$ cat src/rtl/seg7_scan_scheduler.sv
// Four-digit multiplexed 7-segment scanner with shadow registers committed at frame end.
// Each digit slot closes with a blanking window so segment data never bleeds into the next digit.
module seg7_scan_scheduler #(
  parameter int SCAN_DIV  = 50000,
  parameter int BLANK_CYC = 500
) (
  input  logic       CLK_50MHz,
  input  logic       Res,
  input  logic       wr_req,
  input  logic [1:0] wr_addr,
  input  logic [4:0] wr_data,
  output logic       wr_ack,
  input  logic       freeze,
  output logic [6:0] SEG,
  output logic [3:0] SEG_COM,
  output logic       frame_tick
);

  localparam int            CW        = $clog2(SCAN_DIV);
  localparam logic [CW-1:0] LAST_TICK = CW'(SCAN_DIV - 1);
  localparam logic [CW-1:0] SHOW_END  = CW'(SCAN_DIV - BLANK_CYC);

  function automatic logic [6:0] seg_decode(input logic [4:0] code);
    logic [6:0] pat;
    case (code)
      5'd0:    pat = 7'b100_0000;
      5'd1:    pat = 7'b111_1001;
      5'd2:    pat = 7'b010_0100;
      5'd3:    pat = 7'b011_0000;
      5'd4:    pat = 7'b001_1001;
      5'd5:    pat = 7'b001_0010;
      5'd6:    pat = 7'b000_0010;
      5'd7:    pat = 7'b101_1000;
      5'd8:    pat = 7'b000_0000;
      5'd9:    pat = 7'b001_1000;
      5'd10:   pat = 7'b000_1000;
      5'd11:   pat = 7'b000_0011;
      5'd12:   pat = 7'b100_0110;
      5'd13:   pat = 7'b010_0001;
      5'd14:   pat = 7'b000_0110;
      5'd15:   pat = 7'b000_1110;
      5'd16:   pat = 7'b011_1111;
      default: pat = 7'b111_1111;
    endcase
    return pat;
  endfunction

  logic [CW-1:0] tick_q, tick_d;
  logic [1:0]    idx_q, idx_d;
  logic [4:0]    shadow_q [4];
  logic [4:0]    shadow_d [4];
  logic [4:0]    active_q [4];
  logic [4:0]    active_d [4];
  logic [6:0]    seg_q, seg_d;
  logic [3:0]    seg_com_q, seg_com_d;
  logic          wr_ack_q, wr_ack_d;
  logic          frame_tick_q, frame_tick_d;

  logic          last_tick_s;
  logic          frame_end_s;
  logic          accept_s;
  logic          show_s;

  // Scan position, frame-end commit and write acceptance.
  always_comb begin
    last_tick_s  = (tick_q == LAST_TICK);
    frame_end_s  = last_tick_s && (idx_q == 2'd3);
    accept_s     = wr_req && !wr_ack_q;
    show_s       = (tick_q < SHOW_END);

    tick_d       = tick_q + CW'(1);
    idx_d        = idx_q;
    shadow_d     = shadow_q;
    active_d     = active_q;
    wr_ack_d     = accept_s;
    frame_tick_d = frame_end_s;

    if (last_tick_s) begin
      tick_d = '0;
      idx_d  = idx_q + 2'd1;
    end else begin
      idx_d  = idx_q;
    end

    // Commit reads shadow_q, so a write landing on the same edge waits for the next frame.
    if (frame_end_s && !freeze) begin
      active_d = shadow_q;
    end else begin
      active_d = active_q;
    end

    if (accept_s) begin
      shadow_d[wr_addr] = wr_data;
    end else begin
      shadow_d = shadow_q;
    end
  end

  // Output stage: derived from the current scan state, presented one cycle later.
  always_comb begin
    seg_d     = 7'b111_1111;
    seg_com_d = 4'b0000;
    if (show_s) begin
      seg_com_d = 4'b0001 << idx_q;
      seg_d     = seg_decode(active_q[idx_q]);
    end else begin
      seg_com_d = 4'b0000;
      seg_d     = 7'b111_1111;
    end
  end

  // State and output registers.
  always_ff @(posedge CLK_50MHz or negedge Res) begin
    if (!Res) begin
      tick_q       <= '0;
      idx_q        <= 2'd0;
      seg_q        <= 7'b111_1111;
      seg_com_q    <= 4'b0000;
      wr_ack_q     <= 1'b0;
      frame_tick_q <= 1'b0;
      for (int i = 0; i < 4; i++) begin
        shadow_q[i] <= 5'd0;
        active_q[i] <= 5'd0;
      end
    end else begin
      tick_q       <= tick_d;
      idx_q        <= idx_d;
      seg_q        <= seg_d;
      seg_com_q    <= seg_com_d;
      wr_ack_q     <= wr_ack_d;
      frame_tick_q <= frame_tick_d;
      for (int i = 0; i < 4; i++) begin
        shadow_q[i] <= shadow_d[i];
        active_q[i] <= active_d[i];
      end
    end
  end

  assign SEG        = seg_q;
  assign SEG_COM    = seg_com_q;
  assign wr_ack     = wr_ack_q;
  assign frame_tick = frame_tick_q;

endmodule

$ cat config.mk
export PLATFORM = sky130hd
export DESIGN_NAME = seg7_scan_scheduler
export DESIGN_NICKNAME = d
export VERILOG_FILES = /design/src/rtl/seg7_scan_scheduler.sv
export SDC_FILE = /design/constraint.sdc
export NUM_CORES = 1
export LEC_CHECK = 0
export CAP_MARGIN = 20
export CORE_MARGIN = 2
export CORE_UTILIZATION = 58
export DETAILED_ROUTE_END_ITERATION = 10
export PLACE_DENSITY_LB_ADDON = 0.15
export SLEW_MARGIN = 30
export SYNTH_ARGS = -nofsm -noshare
export SYNTH_HDL_FRONTEND = slang
export SYNTH_SLANG_ARGS = --single-unit
$ cat constraint.sdc
create_clock -name CLK_50MHz -period 2.95 [get_ports CLK_50MHz]
set_input_delay 0.59 -clock CLK_50MHz [delete_from_list [all_inputs] [get_ports CLK_50MHz]]
set_output_delay 0.59 -clock CLK_50MHz [all_outputs]
set_load 0.05 [all_outputs]
### Word level (Yosys, flattened, before mapping)

Memories as Yosys holds them, arrays and structs flattened.
Cells that the tools add are included.

* add/subtract/negate cells: 2
* $lt $le $gt $ge: 4
* equal/unequal tests: 2
* shift-type cells: 1
* multiplexer cells: 9
* bitwise logic cells: 2
* reductions and logical operators: 6

Operators by type and width (number)
* 20-bit bitwise mux: 1
* 16-bit by 1-bit adder with 16-bit output (second input constant): 1
* 16-bit equality test (second input constant): 1
* 16-bit < comparator (second input constant): 1
* 16-bit 2-to-1 mux: 1
* 5-bit 2-to-1 mux: 3
* 5-bit binary-select mux with 2-bit select: 1
* 5-bit demux with 2-bit select: 1
* 7-bit 2-to-1 mux: 1
* 3-bit >= comparator (second input constant): 2
* 2-bit inverter with 3-bit output: 2
* 1-bit logical AND: 4
* 4-bit 2-to-1 mux: 1
* 1-bit by 2-bit << shifter with 4-bit output (first input constant): 1
* 3-bit by 1-bit < comparator with 1-bit output (second input constant): 1
* 2-bit by 1-bit adder with 2-bit output (second input constant): 1
* 2-bit equality test (second input constant): 1
* 1-bit zero test: 2

* register bits after elaboration: 71
* ROM bits: 224
* input port bits: 11
* memories: 1

Memory list
* (name not given): depth 32, bits a word 7, rd ports 1, clocked after memory_dff 0, write ports 0, RTL line 25 `case (code)`

### Logic depth before layout (Yosys ltp)

* depth after elaboration: 6
* mapped depth: 8

### Worst setup path before layout

OpenSTA, ideal clock, no wires.

* path type: reg2reg
* start point: register idx_q[0]
* end point: register seg_q[3] (netlist: SEG[3])
* data arrival time: 2.022 ns
* data required time: 2.857 ns
* path slack: 0.835 ns
* stages on the path, launching flop included: 9
* path buffers: 1
* clock period less this slack: 2.115 ns
* cells stage by stage: dfrtp_1 -> buf_2 -> mux4_2 -> inv_1 -> ha_1 -> inv_1 -> mux2_2 -> nor2_1 -> o31ai_1

* longest elaborated chain between the ends: 6

RTL lines
* start, declared: RTL line 49 `logic [1:0] idx_q, idx_d;`
* start signal, assigned: RTL line 127 `idx_q <= idx_d;`
* 2-bit inverter with 3-bit output (implied by the code): RTL line 105 `seg_d = seg_decode(active_q[idx_q]);`
* 5-bit binary-select mux with 2-bit select: RTL line 105
* 5-bit 2-to-1 mux (implied by the code) (2 in a row): RTL line 105
* memory read 32 x 7 bit
* 7-bit 2-to-1 mux: RTL line 103 `if (show_s) begin`
* named net seg_d[3]: RTL line 54 `logic [6:0] seg_q, seg_d;`
* end signal, assigned: RTL line 128 `seg_q <= seg_d;`
* end, declared: RTL line 54

The timed path passes the listed nets, and every way through them passes these cells. The select of a mux whose other input is x is not followed.
A chain may end at the register's enable or synchronous reset.

### Worst setup path in the final report

Ends and elaborated chain as after synthesis.

==> summary.txt <==
Syn Area/Cell: 13.8 um^2
Final period util: 77.2%
worst path required time: 3.20 ns
FILL cells: 399
Power Density: 501 nW/um^2
Skew-Pair Late Insertion Delay: 0.34 ns
Post-synth top cells: 64 x dfrtp_1, 21 x mux2_2, 20 x mux2_4
gr usage total: 19.5%
Main synth FF type: dfrtp_1
CP Max Fanout: 8
post-CTS sizing: 0
# H-tree levels: 3
Post-synth EDFFs: 0
Final Net Count: 290
vias in the first global route: 1,849
Post-DRT Antenna Nets: 0
RSZ-0062 raised after global routing: no
largest area contributor in the netlist: dfrtp_1
TritonCTS clock tree: yes
Final setup viols: 0
startpoint types: flop
vias: 1,930
worst hold path type: in2async
combinational share of power: 6.1%
root buffer cell: clkbuf_8
Worst setup EP type: flop
setup TNS: 0 ns
Setup Skew: 0.0104 ns
Synth Net Count: 259
Netlist Area Pre-Place: 3270 um^2
clock share of power: 37.1%
max-cap violations: 0
R2R depth: 7
WS Path Type: reg2reg
area grow syn2layout: 15.2%
GRT overflow: 0
WP data arrival: 2.53 ns
post-CTS setup buffer count: 0
placer congestion estimate: 0.827
drt via density: 5.58
Sequential Power Share: 56.8%
final-report max-slew violation count: 0
internal power: 1.43 mW
PortBufs: 23
count of distinct cell types in the synthesized netlist: 45
post-synthesis cell count: 238
VDD IR-drop max: 0.000449 V
synthesis-stage register bit count: 71
Final Util: 69.0%
Rel. slew slack: 60.5%
Clk pin slew, worst setup/hold paths: 0.08 ns
Yosys top cell area share: 48.9%
I/O pin cnt: 24
Die Span Y: 79.1 um
final wirelength: 5.33 mm
CTS sink cnt: 71
initial antenna violation count: 0
drt drc: 0
core box area: 5470 um^2
# rows: 27
flop2flop setup slack: 0.67 ns
first-pass GRT wire length: 9.18 mm
count of final hold-check violations: 0
Initial DRC Count: 75
# diodes: 0
Synth Warn #: 0
CTS Buffer Depth: 2
wire length per cell: 15.4 um
Period minus WS final: 2.28 ns
Async S/R FF share, synth: 100%
first-pass detailed-route iteration total: 4
slew of the pin with the lowest slew margin: 0.593 ns
TritonCTS Buffers: 9
Seq/Total Area, Yosys: 54.5%
most area-consuming cells after synthesis: dfrtp_1 49%, mux2_4 9.2%, mux2_2 7.2%
share of layout cells above drive strength 1: 29.2%
count leader, synth: dfrtp_1
Leak Pwr: 1.73 nW
fmax: 439 MHz
# hold bufs at CTS: 0
sw frac: 24.2%
net switching power: 0.457 mW
initial core utilization: 59.8%
full die area: 6260 um^2
Post-DP HPWL: 3.76 mm
outcome: finished clean
Die W: 79.1 um
pin count of the biggest net entering global routing: 46
-- cell usage in the layout (no fill, tap or decap), types with 5 or more instances in the layout --
cell             Yosys  final
dfrtp_1             64     64
clkdlybuf4s50_1      0     22
mux2_2              21     21
mux2_4              20     20
nor2_1              12     12
nand2_1             10     10
ha_1                10     10
clkbuf_8             0     10
nand3_1              8      8
xor2_1               8      8
dfstp_2              7      7
inv_1                7      7
a21oi_1              6      6
and2_1               6      6
mux4_2               5      5
nand4_1              5      5
xnor2_1              5      5
-- sequential cells by signal, summed over array words and instances (netlist names) --
name	flops
SEG_COM	4
idx_q	2
wr_ack	1
active_q	20
shadow_q	20
tick_q	16
frame_tick	1
SEG	7
-- cells by family after synthesis --
family / Yosys count / synth area share (%)
and+or+nand+nor: 62 / 11.1
buffers and inverters: 14 / 2.10
xor gates and xnor gates: 13 / 3.48
muxes: 48 / 20.4
adders and majority gates: 10 / 3.82
AOI/OAI and AO/OA: 20 / 4.51
DFF: 71 / 54.5
-- layer usage --
metal	global-route usage [%]	wire length (um)	up-vias
met1	26.4	2570	969
met3	4.09	147	8
met5	0	0	-
met4	10.9	70	0
li1	-	-	921
met2	29.5	2540	32
-- metrics by stage --
stage | cells | area [um^2] | total power [mW] | hold WS, ns | worst slack [ns]
6_report | 346 | 3770 | 1.89 | 0.245 | 0.671
5_1_grt | 346 | 3770 | 1.97 | 0.286 | 0.481
4_1_cts | 346 | 3770 | 1.92 | 0.249 | 0.669
3_5_place_dp | 330 | 3590 | 1.21 | 0.453 | 0.686
3_3_place_gp | 330 | 3590 | 1.20 | 0.447 | 0.744
2_1_floorplan | 238 | 3270 | 1.15 | 0.294 | 0.835
-- path summary, 6_finish.rpt --
check | from | end
setup / recovery | idx_q[0] | SEG[3]
hold / removal | Res | tick_q[8]
setup reg to reg | idx_q[0] | SEG[3]
hold reg to reg | tick_q[0] | tick_q[0]
max in group asynchronous | Res | idx_q[0]
min in group CLK_50MHz | tick_q[0] | tick_q[0]
-- critical path, cell delays in order, from the launching register on --
cell	delay [ns]
dfrtp_1	0.58
mux4_2	0.61
inv_1	0.15
ha_1	0.26
inv_1	0.10
mux2_2	0.33
nor2_1	0.09
o31ai_1	0.07
-- power by group through the flow --
| stage | registers (mW) | clock network (mW) | logic, mW |
|---|---|---|---|
| after floorplan | 1.08 | 0 | 0.0649 |
| after global placement | 1.09 | 0 | 0.111 |
| after detailed placement | 1.09 | 0 | 0.117 |
| after CTS | 1.07 | 0.725 | 0.118 |
| after global routing | 1.08 | 0.763 | 0.127 |
| final | 1.07 | 0.701 | 0.115 |
-- area by class of cell --
type / count / area [um^2] / share of cell area (%)
Multi-Input combinational cell: 153 / 1420 / 37.6
Clock inverter: 6 / 46.3 / 1.23
Timing Repair Buffer: 27 / 268 / 7.10
Sequential cell: 71 / 1790 / 47.3
Tap cell: 72 / 90.1 / 2.39
Clock buffer: 10 / 138 / 3.65
Inverter: 7 / 26.3 / 0.696
Power figures use the tool's default switching activity.
==> patch 1 (config.mk and constraints unchanged) <==
Register the output `SEG_COM` once more; this adds one clock of latency there. The other outputs are not delayed to match.
--- a/src/rtl/seg7_scan_scheduler.sv
+++ b/src/rtl/seg7_scan_scheduler.sv
@@ -138,5 +138,7 @@
 
   assign SEG        = seg_q;
-  assign SEG_COM    = seg_com_q;
+  always_ff @(posedge CLK_50MHz) begin
+    SEG_COM <= seg_com_q;
+  end
   assign wr_ack     = wr_ack_q;
   assign frame_tick = frame_tick_q;
Formal check against the unedited RTL: not equivalent (Yosys sat finds a counterexample within 4 cycles, from zero or initial values).
==> patch 1 against the original RTL <==
Maximum frequency fell by 1.4%. Design area up 4.4%. Cell count is 1.4% higher. Sequential cell count up 4. Routed wire length increased by 2.8%. Total power increased by 21%. Worst setup slack lost 33 ps. Global-route usage is 0.83 points higher. Worst hold slack better by 20 ps. Clock skew fell by 5.2 ps. Synthesized area increased by 2.4%. Via count shrank 0.67%. Critical path type unchanged.
==> patch 1: results (changes against the original RTL) <==
number of buffers created by CTS=9 (unchanged); cell count after synthesis=242 (+1.7%); WL final=5480 um (+2.8%); worst-path fanout max=8 (unchanged); drt first pass iters=4 (unchanged); largest registers=active_q x20, shadow_q x20, tick_q x16; top cells by area, synth=dfrtp_1 48%, mux2_4 9.0%, mux2_2 7.0%; fin nets=295 (+1.7%); sequential area share after synthesis=55.6% (+1.1 points); outcome=completed; number of H-tree levels=3 (unchanged); Arr. time, crit path=2570 ps (+40 ps); largest net degree at the start of global routing=39 (-15%); Commonest cells post-synth=64 x dfrtp_1, 21 x mux2_2, 20 x mux2_4; worst-margin pin slew=505 ps (-88.4 ps); DRT iter0 DRCs=112 (+49%); Antenna Cells=0 (unchanged); Crit-path slowest cell=mux4_2; Worst path top cell family by delay=multiplexers; Placed Cells=335 (+1.5%); Root Buffer=clkbuf_8; clk slew on worst S/H paths=80 ps (about the same); ys async rst share=94.7% (-5.3 points); detailed-placement wirelength estimate=3860 um (+2.8%); Static Leak=1.80 nW (+4.4%); Power Internal=1.83 mW (+27%); Post-CTS Setup Bufs=0 (unchanged); slowest stage delay, CP=610 ps (about the same); Setup WS pre-CTS=626 ps (-59.9 ps); GP Congestion=0.770 (-6.9%); class of the worst hold path=input pin to asynchronous set/reset pin; yosys synthesis warning count=0 (unchanged); placed cell area=0.00366 mm^2 (+2.1%); DR vias=1917 (-0.67%); Syn Nets=263 (+1.5%); routed length per placed instance=15.6 um (+1.4%); total track usage=20.4% (+0.83 points); Filler cells=406 (+1.8%); initial antenna violation count=0 (unchanged); Unique masters post-synth=46 (+2.2%); cts repair resizes=0 (unchanged); Clock Skews=5.17 ps (-5.23 ps); Port-buffer cells=23 (unchanged); global-route wire length before repair=9700 um (+5.6%); Peak VDD IR=0.000425 V (-5.3%); layout cell share with drive strength beyond 1=29.0% (-0.16 points); clk_lat worst skew=between 300 and 400 ps; vias in the first global route=1924 (+4.1%); setup_tns=0 ps (unchanged)
[patch 1: cell types whose count changed in the layout (fill, tap and decap cells not counted), sizes merged]
| cell | unedited run | this run |
|---|---|---|
| bufinv | 0 | 4 |
| clkinvlp | 2 | 1 |
| buf | 5 | 6 |
| dfxtp | 0 | 4 |
| clkinv | 4 | 1 |
[patch 1: power groups by stage]
stage	Clock [mW]	Sequential [mW]	Combinational, mW
after global placement	0	1.14	0.111
final	1.04	1.13	0.113
after CTS	1.06	1.13	0.116
after global routing	1.11	1.13	0.126
after floorplan	0	1.14	0.0649
after detailed placement	0	1.15	0.115
[patch 1: cell families after synthesis]
family | after synthesis | share of synthesized area [%]
AO/OA/AOI/OAI | 20 | 4.40
XOR/XNOR | 13 | 3.39
adder cells (fa/ha/maj) | 10 | 3.73
buffers and inverters | 14 | 2.05
flip-flops | 75 | 55.6
multiplexers | 48 | 20.0
AND/OR/NAND/NOR | 62 | 10.9
[patch 1: worst paths after layout]
path	start	slack (ps)	endpoint	cells past startpoint
min	Res	260	tick_q[7]	2
max	idx_q[0]	640	SEG[3]	7
min in group CLK_50MHz	seg_com_q[3]	340	SEG_COM[3]	0
min reg2reg	seg_com_q[3]	340	SEG_COM[3]	0
max in group asynchronous	Res	2300	SEG[6]	2
max reg2reg	idx_q[0]	640	SEG[3]	7
[patch 1: layout make-up]
type	instances	area, um^2	share of cell area [%]
clock inverter	6	136	3.46
multi-input combinational	153	1420	36.1
clock buffer	10	138	3.49
timing repair buffer	28	263	6.67
inverter	7	26.3	0.667
sequential	75	1870	47.4
tap	72	90.1	2.29
[patch 1: metal layers]
metal	wire length, um	vias up	GRT usage [%]	share of wire (%)
met3	179	15	4.72	3.3
met1	2710	928	29.0	49
met4	139	0	9.15	2.5
li1	-	935	-	-
met2	2450	39	29.9	45
met5	0	-	0	0
==> patch 2 (same flow settings) <==
Without the edit above. Set the parameter `SCAN_DIV` to 200000 (it was 50000).
--- a/src/rtl/seg7_scan_scheduler.sv
+++ b/src/rtl/seg7_scan_scheduler.sv
@@ -2,5 +2,5 @@
 // Each digit slot closes with a blanking window so segment data never bleeds into the next digit.
 module seg7_scan_scheduler #(
-  parameter int SCAN_DIV  = 50000,
+  parameter int SCAN_DIV  = 200000,
   parameter int BLANK_CYC = 500
 ) (
Function: no difference found for any inputs over 10 cycles, from zero or initial values; that may be too few to reach the edited logic, so the function may still have changed.
==> patch 2 against the original RTL <==
Sequential share of layout area increased by 0.47 points. Synthesized area increased by 1.8%. Highest routed layer unchanged. Maximum frequency down 3.6%. Sequential cell count up 2. Total power up 6.0%. Design area is 1.8% higher. Worst setup slack worse by 85 ps. Routed wire length up 3.8%.
==> patch 2: results (changes against the original RTL) <==
outcome=completed; ys flop type=dfrtp_1; max_cap viols=0 (unchanged); met3 WL=157 um (+6.8%); Peak VDD IR=0.000452 V (+0.79%); largest net degree at the start of global routing=39 (-15%); Antenna Cells=0 (unchanged); Met1 Wirelength=2810 um (+9.6%); Port-buffer cells=23 (unchanged); Arr. time, crit path=2610 ps (+80 ps); clk slew on worst S/H paths=80 ps (about the same); number of buffers created by CTS=9 (unchanged); cts repair resizes=0 (unchanged); vias per std cell=5.53 (-0.85%); Post-CTS Setup Bufs=0 (unchanged); Syn Nets=270 (+4.2%); grt met1 use=28.7% (+2.2 points); total track usage=19.5% (-0.040 points); largest registers=active_q x20, shadow_q x20, tick_q x18; clk_lat worst skew=about 350 ps; vias in the first global route=1843 (-0.32%); ys async rst share=100% (unchanged); placed cell area=0.00364 mm^2 (+1.3%); drt first pass iters=4 (unchanged); initial antenna violation count=0 (unchanged); met2 Use GR=28.2% (-1.3 points); GR Layer Usage met3=4.19% (+0.095 points); number of H-tree levels=3 (unchanged); layout cell share with drive strength beyond 1=20.3% (-8.9 points); DRT iter0 DRCs=90 (+20%); maximum buffer depth of the clock tree=2 (unchanged); Root Buffer=clkbuf_8; sequential area share after synthesis=55.0% (+0.52 points); Unique masters post-synth=45 (unchanged); Worst path top cell family by delay=multiplexers; fin nets=301 (+3.8%); Clock Skews=12.5 ps (+2.14 ps); uppermost layer routed=met4; Crit-path slowest cell=mux4_1; worst-path fanout max=8 (unchanged); class of the worst hold path=input pin to asynchronous set/reset pin; Static Leak=1.72 nW (about the same); top cells by area, synth=dfrtp_1 50%, mux2_2 7.4%, mux2_1 6.8%; global-route wire length before repair=9310 um (+1.4%); wire length on met2=2500 um (-1.9%); slowest stage delay, CP=690 ps (+80 ps); yosys synthesis warning count=0 (unchanged); GP Congestion=0.756 (-8.7%); Slew headroom=64.8% (+4.4 points); WL final=5530 um (+3.8%); Commonest cells post-synth=66 x dfrtp_1, 22 x mux2_2, 20 x mux2_1; detailed-placement wirelength estimate=3970 um (+5.6%)
==> patch 2: cells by family (layout without fill, tap and decap cells) <==
kind of cell / Yosys count / count (layout) / share of synthesized area (%)
buffers and inverters: 17 / 53 / 2.89
muxes: 50 / 50 / 18.8
AOI/OAI and AO/OA: 20 / 20 / 4.09
adders and majority gates: 9 / 9 / 3.38
and+or+nand+nor: 66 / 66 / 11.9
xor gates and xnor gates: 15 / 15 / 3.94
DFF: 73 / 73 / 55.0
==> patch 2: path summary, 6_finish.rpt <==
path | start | end | slack [ps] | depth (start not counted)
max | idx_q[0] | SEG[3] | 590 | 7
min reg2reg | tick_q[0] | tick_q[0] | 460 | 1
max in group asynchronous | Res | SEG[2] | 2070 | 2
min | Res | tick_q[13] | 220 | 1
max reg2reg | idx_q[0] | SEG[3] | 590 | 7
min in group CLK_50MHz | tick_q[0] | tick_q[0] | 460 | 1
==> patch 2: metrics by stage <==
| stage | utilization, % | cells | worst slack, ps |
|---|---|---|---|
| floorplan | - | 250 | 814 |
| global placement | 65.7 | 342 | 680 |
| finish | 69.3 | 358 | 586 |
| global route | 69.3 | 358 | 456 |
| CTS | 69.3 | 358 | 601 |
| detailed placement | 65.7 | 342 | 596 |
==> patch 2: cell type report <==
cell class,count,area [um^2]
Tap cell,72,90.1
Timing Repair Buffer,28,275
Inverter,9,33.8
Clock buffer,10,138
Clock inverter,6,66.3
Sequential cell,73,1840
Fill cell,423,1700
Multi-Input combinational cell,160,1400
==> patch 2: power breakdown <==
part	switching (mW)	total, mW	internal, mW
logic	0.0479	0.114	0.0659
registers	0.0378	1.10	1.06
clock network	0.374	0.788	0.415
total	0.459	2.00	1.54
